$ cat src/rtl/branch_fetch_ctrl.sv
// branch_fetch_ctrl: hardwired control sequencer for the instruction fetch
// cycle and the conditional-branch class (zr/nz/pl/mi/always/never).
// Owns the CON flip-flop and a saturating taken-branch counter.
//
// Parameters: DATA_WIDTH (>= 24), OP_BRANCH, ALU_ADD, COUNT_WIDTH
// Ports:
//   Clock, clear (async, active-low)
//   start       - begin one fetch+execute, only looked at in IDLE
//   mem_ready   - memory read complete, looked at in T1/T1W
//   ir_in       - IR contents (opcode/Ra/C2/constant)
//   bus_in      - bus value, R[a] during T3
//   PCout..Cout - datapath strobes (Moore, from registered state)
//   alu_op      - ALU opcode, ALU_ADD in T5 only
//   con_flag    - CON flip-flop
//   done        - one-cycle retire pulse
//   op_err      - one-cycle pulse in T3 when opcode is not a branch
//   taken_count - saturating count of taken branches
//
// state | meaning
// IDLE  | waiting for start
// T0    | PC to MAR, PC+1 into Z
// T1    | Z to PC, start memory read
// T1W   | memory read stretched until mem_ready
// T2    | MDR to IR
// T3    | R[a] on bus, latch branch condition into CON (or flag bad opcode)
// T4    | taken: PC into Y; not taken: idle cycle before DONE
// T5    | C sign-extended + Y into Z
// T6    | Z to PC, count taken branch
// DONE  | retire pulse
module branch_fetch_ctrl #(
   parameter int         DATA_WIDTH  = 32,
   parameter logic [4:0] OP_BRANCH   = 5'b10010,
   parameter logic [4:0] ALU_ADD     = 5'b00011,
   parameter int         COUNT_WIDTH = 16
) (
   input  logic                   Clock,
   input  logic                   clear,
   input  logic                   start,
   input  logic                   mem_ready,
   input  logic [DATA_WIDTH-1:0]  ir_in,
   input  logic [DATA_WIDTH-1:0]  bus_in,
   output logic                   PCout,
   output logic                   MARin,
   output logic                   IncPC,
   output logic                   Zin,
   output logic                   Zlowout,
   output logic                   PCin,
   output logic                   Read,
   output logic                   MDRin,
   output logic                   MDRout,
   output logic                   IRin,
   output logic                   Gra,
   output logic                   Rout,
   output logic                   CONin,
   output logic                   Yin,
   output logic                   Cout,
   output logic [4:0]             alu_op,
   output logic                   con_flag,
   output logic                   done,
   output logic                   op_err,
   output logic [COUNT_WIDTH-1:0] taken_count
);

   typedef enum logic [3:0] {
      S_IDLE, S_T0, S_T1, S_T1W, S_T2, S_T3, S_T4, S_T5, S_T6, S_DONE
   } state_t;

   state_t state_q, state_nxt;
   logic   con_ff;
   logic   cond_met;

   logic [4:0] opcode;
   logic [2:0] c2_sel;
   logic       is_branch;
   logic       unused_ir;

   assign opcode    = ir_in[DATA_WIDTH-1 -: 5];
   assign c2_sel    = ir_in[DATA_WIDTH-11 -: 3];
   assign is_branch = (opcode == OP_BRANCH);
   // Ra selection happens in the register file via Gra; C2[3] and the
   // constant field are not decoded here.
   assign unused_ir = ^{ir_in[DATA_WIDTH-6 -: 5], ir_in[DATA_WIDTH-14:0]};

   always_comb begin
      case (c2_sel)
         3'b000:  cond_met = (bus_in == '0);
         3'b001:  cond_met = (bus_in != '0);
         3'b010:  cond_met = ~bus_in[DATA_WIDTH-1];
         3'b011:  cond_met = bus_in[DATA_WIDTH-1];
         3'b100:  cond_met = 1'b1;
         default: cond_met = 1'b0;
      endcase
   end

   always_ff @(posedge Clock or negedge clear) begin
      if (!clear) begin
         state_q     <= S_IDLE;
         con_ff      <= 1'b0;
         taken_count <= '0;
      end else begin
         state_q <= state_nxt;
         if (state_q == S_T3 && is_branch)
            con_ff <= cond_met;
         if (state_q == S_T6 && taken_count != '1)
            taken_count <= taken_count + COUNT_WIDTH'(1);
      end
   end

   always_comb begin
      state_nxt = state_q;
      PCout   = 1'b0;
      MARin   = 1'b0;
      IncPC   = 1'b0;
      Zin     = 1'b0;
      Zlowout = 1'b0;
      PCin    = 1'b0;
      Read    = 1'b0;
      MDRin   = 1'b0;
      MDRout  = 1'b0;
      IRin    = 1'b0;
      Gra     = 1'b0;
      Rout    = 1'b0;
      CONin   = 1'b0;
      Yin     = 1'b0;
      Cout    = 1'b0;
      alu_op  = 5'd0;
      done    = 1'b0;
      op_err  = 1'b0;
      case (state_q)
         S_IDLE: if (start) state_nxt = S_T0;
         S_T0: begin
            PCout = 1'b1; MARin = 1'b1; IncPC = 1'b1; Zin = 1'b1;
            state_nxt = S_T1;
         end
         S_T1: begin
            Zlowout = 1'b1; PCin = 1'b1; Read = 1'b1; MDRin = 1'b1;
            state_nxt = mem_ready ? S_T2 : S_T1W;
         end
         // PC was already loaded in T1; only the read is stretched.
         S_T1W: begin
            Read = 1'b1; MDRin = 1'b1;
            if (mem_ready) state_nxt = S_T2;
         end
         S_T2: begin
            MDRout = 1'b1; IRin = 1'b1;
            state_nxt = S_T3;
         end
         S_T3: begin
            if (is_branch) begin
               Gra = 1'b1; Rout = 1'b1; CONin = 1'b1;
               state_nxt = S_T4;
            end else begin
               op_err    = 1'b1;
               state_nxt = S_IDLE;
            end
         end
         S_T4: begin
            if (con_ff) begin
               PCout = 1'b1; Yin = 1'b1;
               state_nxt = S_T5;
            end else begin
               state_nxt = S_DONE;
            end
         end
         S_T5: begin
            Cout = 1'b1; Zin = 1'b1; alu_op = ALU_ADD;
            state_nxt = S_T6;
         end
         S_T6: begin
            Zlowout = 1'b1; PCin = 1'b1;
            state_nxt = S_DONE;
         end
         S_DONE: begin
            done      = 1'b1;
            state_nxt = S_IDLE;
         end
         default: state_nxt = S_IDLE;
      endcase
   end

   assign con_flag = con_ff;

endmodule

$ cat config.mk
export PLATFORM = sky130hd
export DESIGN_NAME = branch_fetch_ctrl
export DESIGN_NICKNAME = d
export VERILOG_FILES = /design/src/rtl/branch_fetch_ctrl.sv
export SDC_FILE = /design/constraint.sdc
export NUM_CORES = 1
export LEC_CHECK = 0
export ABC_AREA = 1
export CAP_MARGIN = 25
export CORE_UTILIZATION = 32
export CTS_CLUSTER_DIAMETER = 200
export DETAILED_ROUTE_END_ITERATION = 10
export PLACE_DENSITY = 0.74
export SLEW_MARGIN = 20
export SYNTH_ARGS = -nofsm -noshare
export SYNTH_HDL_FRONTEND = slang
export SYNTH_SLANG_ARGS = --single-unit
export TNS_END_PERCENT = 5
$ cat constraint.sdc
create_clock -name Clock -period 1.2 [get_ports Clock]
set_input_delay 0.18 -clock Clock [delete_from_list [all_inputs] [get_ports Clock]]
set_output_delay 0.18 -clock Clock [all_outputs]
set_load 0.03 [all_outputs]
==> results of run 1 <==
[final timing paths]
check                                 from         endpoint  cells past startpoint
worst max register to register  state_q[1]   taken_count[3]                      8
worst min register to register    con_flag       state_q[3]                      1
worst max-delay path            state_q[0]             Rout                      7
max in group asynchronous            clear   taken_count[4]                      2
worst min-delay path                 clear  taken_count[10]                      2
min in group Clock                con_flag       state_q[3]                      1
[sequential cells by signal, summed over array words and instances (netlist names)]
register / cells
state_q: 4
taken_count: 16
con_flag: 1
[per-layer routing]
metal,global-route usage (%),vias to the layer above
li1,-,958
met1,20.5,876
met2,36.6,58
met3,1.97,5
met4,4.58,0
met5,0,-
[through the flow]
stage          setup slack, ps  instance area [um^2]  setup TNS (ps)  instances
6_report                  -473                  3000          -11730        430
5_1_grt                   -546                  3000          -14780        430
4_1_cts                   -392                  2900          -10270        428
3_5_place_dp              -326                  2780           -5690        424
3_3_place_gp              -280                  2780           -4400        424
2_1_floorplan             -249                  1620           -5550        228
[critical path, delay by kind of cell (launching register included)]
family	cells	cell delay (ps)
buf+inv	4	390
flops	1	380
simple gates	3	450
[repair_timing]
item | 4_1_cts | 5_1_grt
endpoints found under the setup margin | 40 | 46
gates resized for setup | 26 | 22
pin swaps | 7 | 3
setup buffers | 0 | 2
[final cells by class]
cell class	instances	area (um^2)
Inverter	29	111
Clock inverter	1	5.00
Fill cell	408	1730
Multi-Input combinational cell	166	925
Timing Repair Buffer	143	1290
Tap cell	67	83.8
Sequential cell	21	536
Clock buffer	3	41.3
[layout by cell type (no fill, tap or decap), types with 2 or more instances in the layout]
master | synthesis | final
nand3_1 | 10 | 10
o21ai_0 | 3 | 2
xnor2_1 | 3 | 3
a21oi_1 | 2 | 2
conb_1 | 1 | 3
nor2_2 | 5 | 8
nand2_4 | 1 | 3
nor3_2 | 2 | 4
nand3_2 | 2 | 2
nor2_1 | 43 | 37
or2_4 | 0 | 2
buf_6 | 0 | 27
inv_1 | 26 | 19
dfrtp_2 | 0 | 8
clkdlybuf4s50_1 | 0 | 43
buf_4 | 11 | 72
nand2_1 | 61 | 59
inv_2 | 3 | 9
nor2_4 | 4 | 7
xor2_1 | 9 | 9
clkbuf_8 | 0 | 3
nor3_4 | 1 | 2
nor3_1 | 7 | 4
dfrtp_1 | 21 | 13
[kinds of logic after synthesis]
group,count (synthesis)
AOI/OAI and AO/OA,9
xor gates and xnor gates,12
adders and majority gates,1
buffers and inverters,41
DFF,21
other,1
and+or+nand+nor,141
[where the power goes]
| group | switching [mW] | internal, mW |
|---|---|---|
| clock | 0.265 | 0.232 |
| combinational | 1.48 | 1.42 |
| sequential | 0.125 | 0.830 |
| total | 1.87 | 2.49 |
==> flow_metrics.py, run 1 <==
metrics = {
    "status": {
        "status": "finished with violations",
        "violations": "negative setup slack",
    },
    "timing": {
        "timing.hold.ws_ps": 256,
        "fin_ws_ps": -473,
        "fin_crit_ps": 1670,
        "clock.fmax_mhz": 598,
        "slew_viol_final": 0,
        "hold_violations": 0,
        "fin_skew_ps": 3.64,
        "fin_crit_sh_pct": 139,
        "rsz0062_at_grt": "true",
        "setup_viol": 40,
    },
    "clock_network": {
        "cts_hold_buf": 0,
        "cts.path.max_buffers": 2,
        "clk_pin_slew_ps": 90,
        "cts_tree": "built",
        "clock-sinks": 21,
        "clock-root-buffer": "clkbuf_8",
        "htree_levels": 1,
        "clkLatencyLatePin_ps": 270,
        "cts_made_buffers": 3,
    },
    "cells_and_area": {
        "area_delta_synth_final_pct": 91.9,
        "drive_gt1_share_pct": 42.4,
        "diodes": 0,
        "nets": 433,
        "postLayoutCoreUtil_pct": 63.4,
    },
    "yosys": {
        "synth.avg_cell_area_um2": 6.91,
        "synth_top_family_by_area": "simple AND/OR/NAND/NOR gates",
        "syn-cell-area_um2": 1560,
        "synth-simple-area-share_pct": 41.7,
        "yosysTopAreaCell": "dfrtp_1",
        "synthTopCellsByArea": "dfrtp_1, nand2_1, nor2_1",
        "ys_ff_latch": 21,
        "synth_seq_area_share_pct": 33.7,
        "synth-edff-count": 0,
        "synth.most_common_cell": "nand2_1",
        "synth_compound_area_share_pct": 3.29,
        "synthDistinctLibCells": 29,
        "async_flop_share_pct": 100,
        "ys_warn_count": 0,
        "synth_fa_ha_area_share_pct": 0.801,
        "synth_common_cells": "nand2_1, nor2_1, inv_1",
        "syn_inst": 226,
        "synth_ff_type": "dfrtp_1",
        "synthMuxAreaShare_pct": 0,
        "synth_xor_area_share_pct": 6.73,
        "synth_top_area_share_pct": 33.7,
    },
    "drt": {
        "vias": 1897,
        "drcViolationCount": 0,
        "drt-met1-wl_um": 1860,
        "dr.pass1.iters": 4,
        "wl_met3_um": 189,
        "wl_per_cell_um": 10.9,
        "highest_layer": "met4",
        "wl_um": 4670,
        "met2WireLength_um": 2580,
        "avgViaCountPerCell": 4.41,
        "ant_nets": 0,
        "drtIter0Drc": 60,
    },
    "job": {
        "cap_viol_max_count": 0,
    },
    "min_path": {
        "hold_class": "primary input to async pin",
    },
    "floorplanning": {
        "start_util_pct": 33.1,
        "die_area_um2": 5160,
        "fp.dieW_um": 71.9,
        "die_y_um": 71.9,
        "num_rows": 25,
        "coreArea_um2": 4720,
        "io_pins": 107,
    },
    "setup_path": {
        "crit_path_start_kind": "flop",
        "crit_type": "flop to output pin",
        "cp-end-kind": "output pin",
        "cp.required_ps": 1020,
        "cp_cell_sequence": "inv_2 > nor2_1 > inv_2 > nor2_4 > inv_2 > nor2_4 > buf_6",
        "worstPathArrival_ps": 1490,
        "cp_max_fo": 5,
        "rrSetupSlack_ps": -320,
        "crit_slowest_cell": "dfrtp_1",
        "critPathMaxStageDelay_ps": 380,
        "cp_common_cell": "inv_2",
    },
    "placed_design": {
        "gp_congestion": 0.827,
        "portBuffers": 79,
        "dpl.hpwl_um": 3750,
    },
    "pwr": {
        "p_per_area_nw_per_um2": 1450,
        "total_power_mw": 4.36,
        "ir_worst_vdd_mv": 0.648,
        "p_leak_nw": 1.47,
    },
    "global_route": {
        "grt_pass1_vias": 1796,
        "grt_overflow": 0,
        "grt_pass1_wl_um": 7500,
        "antenna_found_initial": 0,
        "grt_use_total_pct": 18.4,
        "grt_start_max_net_pins": 22,
    },
}
Power figures use the tool's default switching activity.
==> run 2, diff against run 1 <==
--- a/config.mk
+++ b/config.mk
@@ -7,10 +7,11 @@
 export LEC_CHECK = 0
 export ABC_AREA = 1
 export CAP_MARGIN = 25
-export CORE_UTILIZATION = 32
+export CORE_UTILIZATION = 36
 export CTS_CLUSTER_DIAMETER = 200
 export DETAILED_ROUTE_END_ITERATION = 10
-export PLACE_DENSITY = 0.74
+export PLACE_DENSITY = 0.79
+export SKIP_CTS_REPAIR_TIMING = 1
 export SLEW_MARGIN = 20
 export SYNTH_ARGS = -nofsm -noshare
 export SYNTH_HDL_FRONTEND = slang
==> constraint.sdc (replaced) <==
create_clock -name Clock -period 1.72 [get_ports Clock]
set_input_delay 0.258 -clock Clock [delete_from_list [all_inputs] [get_ports Clock]]
set_output_delay 0.258 -clock Clock [all_outputs]
set_load 0.03 [all_outputs]
==> flow_metrics.py, run 2 (synthesis gave the netlist of run 1 again) <==
metrics = {
    "status": {
        "status": "finished with violations",
        "violations": "negative setup slack",
    },
    "cells_and_area": {
        "seq_area_um2": 526,
        "fillers": 377,
        "final_cell_mix": "nand2_1, clkdlybuf4s50_1, nor2_1",
        "drive_gt1_share_pct": 14.9,
        "multi_input_area_um2": 845,
        "final_common_cell": "nand2_1",
        "diodes": 0,
        "area_delta_synth_final_pct": 52.7,
        "final_cell_area_um2": 2380,
        "regMostFlops": "taken_count",
        "largest_reg_flops": 16,
        "nets": 373,
    },
    "clock_network": {
        "clk_pin_slew_ps": 80,
        "clkLatencyLatePin_ps": 270,
        "clock-sinks": 21,
        "cts_tree": "built",
        "cts.path.max_buffers": 2,
        "clock-root-buffer": "clkbuf_8",
        "cts_made_buffers": 3,
        "htree_levels": 1,
    },
    "timing": {
        "clock.fmax_mhz": 556,
        "timing.hold.ws_ps": 329,
        "setup_viol": 4,
        "rsz0062_at_grt": "true",
        "fin_crit_sh_pct": 105,
        "fin_skew_ps": 6.59,
        "hold_violations": 0,
        "fin_ws_ps": -77.6,
        "slew_viol_final": 0,
        "fin_crit_ps": 1800,
    },
    "global_route": {
        "grt_overflow": 0,
        "grt_pass1_wl_um": 5660,
        "grt_use_total_pct": 16.1,
        "grt_start_max_net_pins": 22,
        "antenna_found_initial": 0,
        "grt_pass1_vias": 1396,
    },
    "setup_path": {
        "crit_path_start_kind": "flop",
        "crit_type": "flop to output pin",
        "worstPathArrival_ps": 1540,
        "cp_max_fo": 5,
        "cp.required_ps": 1460,
        "cp-end-kind": "output pin",
    },
    "drt": {
        "avgViaCountPerCell": 4.43,
        "ant_nets": 0,
        "drtIter0Drc": 78,
        "wl_um": 3450,
        "drcViolationCount": 0,
        "dr.pass1.iters": 4,
        "vias": 1564,
        "wl_per_cell_um": 9.78,
    },
    "floorplanning": {
        "fp.dieW_um": 67.9,
        "num_rows": 23,
        "die_y_um": 67.9,
        "io_pins": 107,
        "coreArea_um2": 4090,
        "die_area_um2": 4600,
        "start_util_pct": 38.2,
    },
    "pwr": {
        "ir_worst_vdd_mv": 0.406,
        "p_per_area_nw_per_um2": 963,
        "p_leak_nw": 1.18,
    },
    "placed_design": {
        "gp_congestion": 0.832,
        "place_area_um2": 2320,
        "portBuffers": 79,
        "dpl.hpwl_um": 2880,
    },
    "job": {
        "cap_viol_max_count": 0,
    },
    "min_path": {
        "hold_class": "primary input to async pin",
    },
}
## run 2: metrics by stage
| stage | util (%) | cells | total power [mW] | setup WS (ps) | TNS [ps] |
|---|---|---|---|---|---|
| after floorplan | - | 228 | 1.51 | 73.1 | 0 |
| after global placement | 56.8 | 349 | 1.96 | 34.2 | 0 |
| after detailed placement | 56.8 | 349 | 1.98 | 7.20 | 0 |
| after CTS | 57.9 | 353 | 2.30 | -267 | -1250 |
| after global routing | 58.4 | 353 | 2.44 | -164 | -1310 |
| final | 58.4 | 353 | 2.30 | -77.6 | -179 |
## run 2: metal layers
| layer | GRT usage [%] | wire, um | share of wire, % | up-vias |
|---|---|---|---|---|
| li1 | - | - | - | 831 |
| met3 | 2.33 | 184 | 5.3 | 5 |
| met5 | 0 | 0 | 0 | - |
| met4 | 5.47 | 43 | 1.2 | 0 |
| met2 | 28.6 | 1680 | 49 | 53 |
| met1 | 19.7 | 1540 | 45 | 675 |
## run 2: cell type report
type,instances,area share (%)
tap,50,2.62
sequential,21,22.0
multi-input combinational,166,35.4
clock buffer,4,1.89
timing repair buffer,83,33.5
inverter,29,4.56
## run 2: path summary, 6_finish.rpt
| path | start | depth (start not counted) | slack [ps] | to |
|---|---|---|---|---|
| worst max-delay path | state_q[1] | 7 | -80 | Zlowout |
| worst min-delay path | clear | 2 | 330 | taken_count[7] |
| worst max register to register | state_q[1] | 9 | 170 | taken_count[15] |
| worst min register to register | taken_count[2] | 1 | 520 | taken_count[2] |
| max in group asynchronous | clear | 2 | 1170 | taken_count[11] |
| min in group Clock | taken_count[2] | 1 | 520 | taken_count[2] |
## run 2: worst max-delay path, stage by stage (launching register included)
cell and delay [ps]:
dfrtp_1 380, buf_4 140, inv_2 110, nand3_2 130, nor2_4 160, inv_1 80
nand2_1 100, buf_4 170
## run 2: report_power, final
group,total (mW),leakage [nW],switching [mW],internal [mW]
registers,0.640,0.286,0.0676,0.572
clock network,0.331,0.0228,0.166,0.165
logic,1.32,0.870,0.799,0.526
total,2.30,1.18,1.03,1.26
==> run 3, diff against run 2 <==
--- a/config.mk
+++ b/config.mk
@@ -12,7 +12,7 @@
 export DETAILED_ROUTE_END_ITERATION = 10
 export PLACE_DENSITY = 0.79
 export SKIP_CTS_REPAIR_TIMING = 1
-export SLEW_MARGIN = 20
+export SLEW_MARGIN = 15
 export SYNTH_ARGS = -nofsm -noshare
 export SYNTH_HDL_FRONTEND = slang
 export SYNTH_SLANG_ARGS = --single-unit
==> results of run 3 <==
Final layout, timing and power as in run 2 (identical DEF).
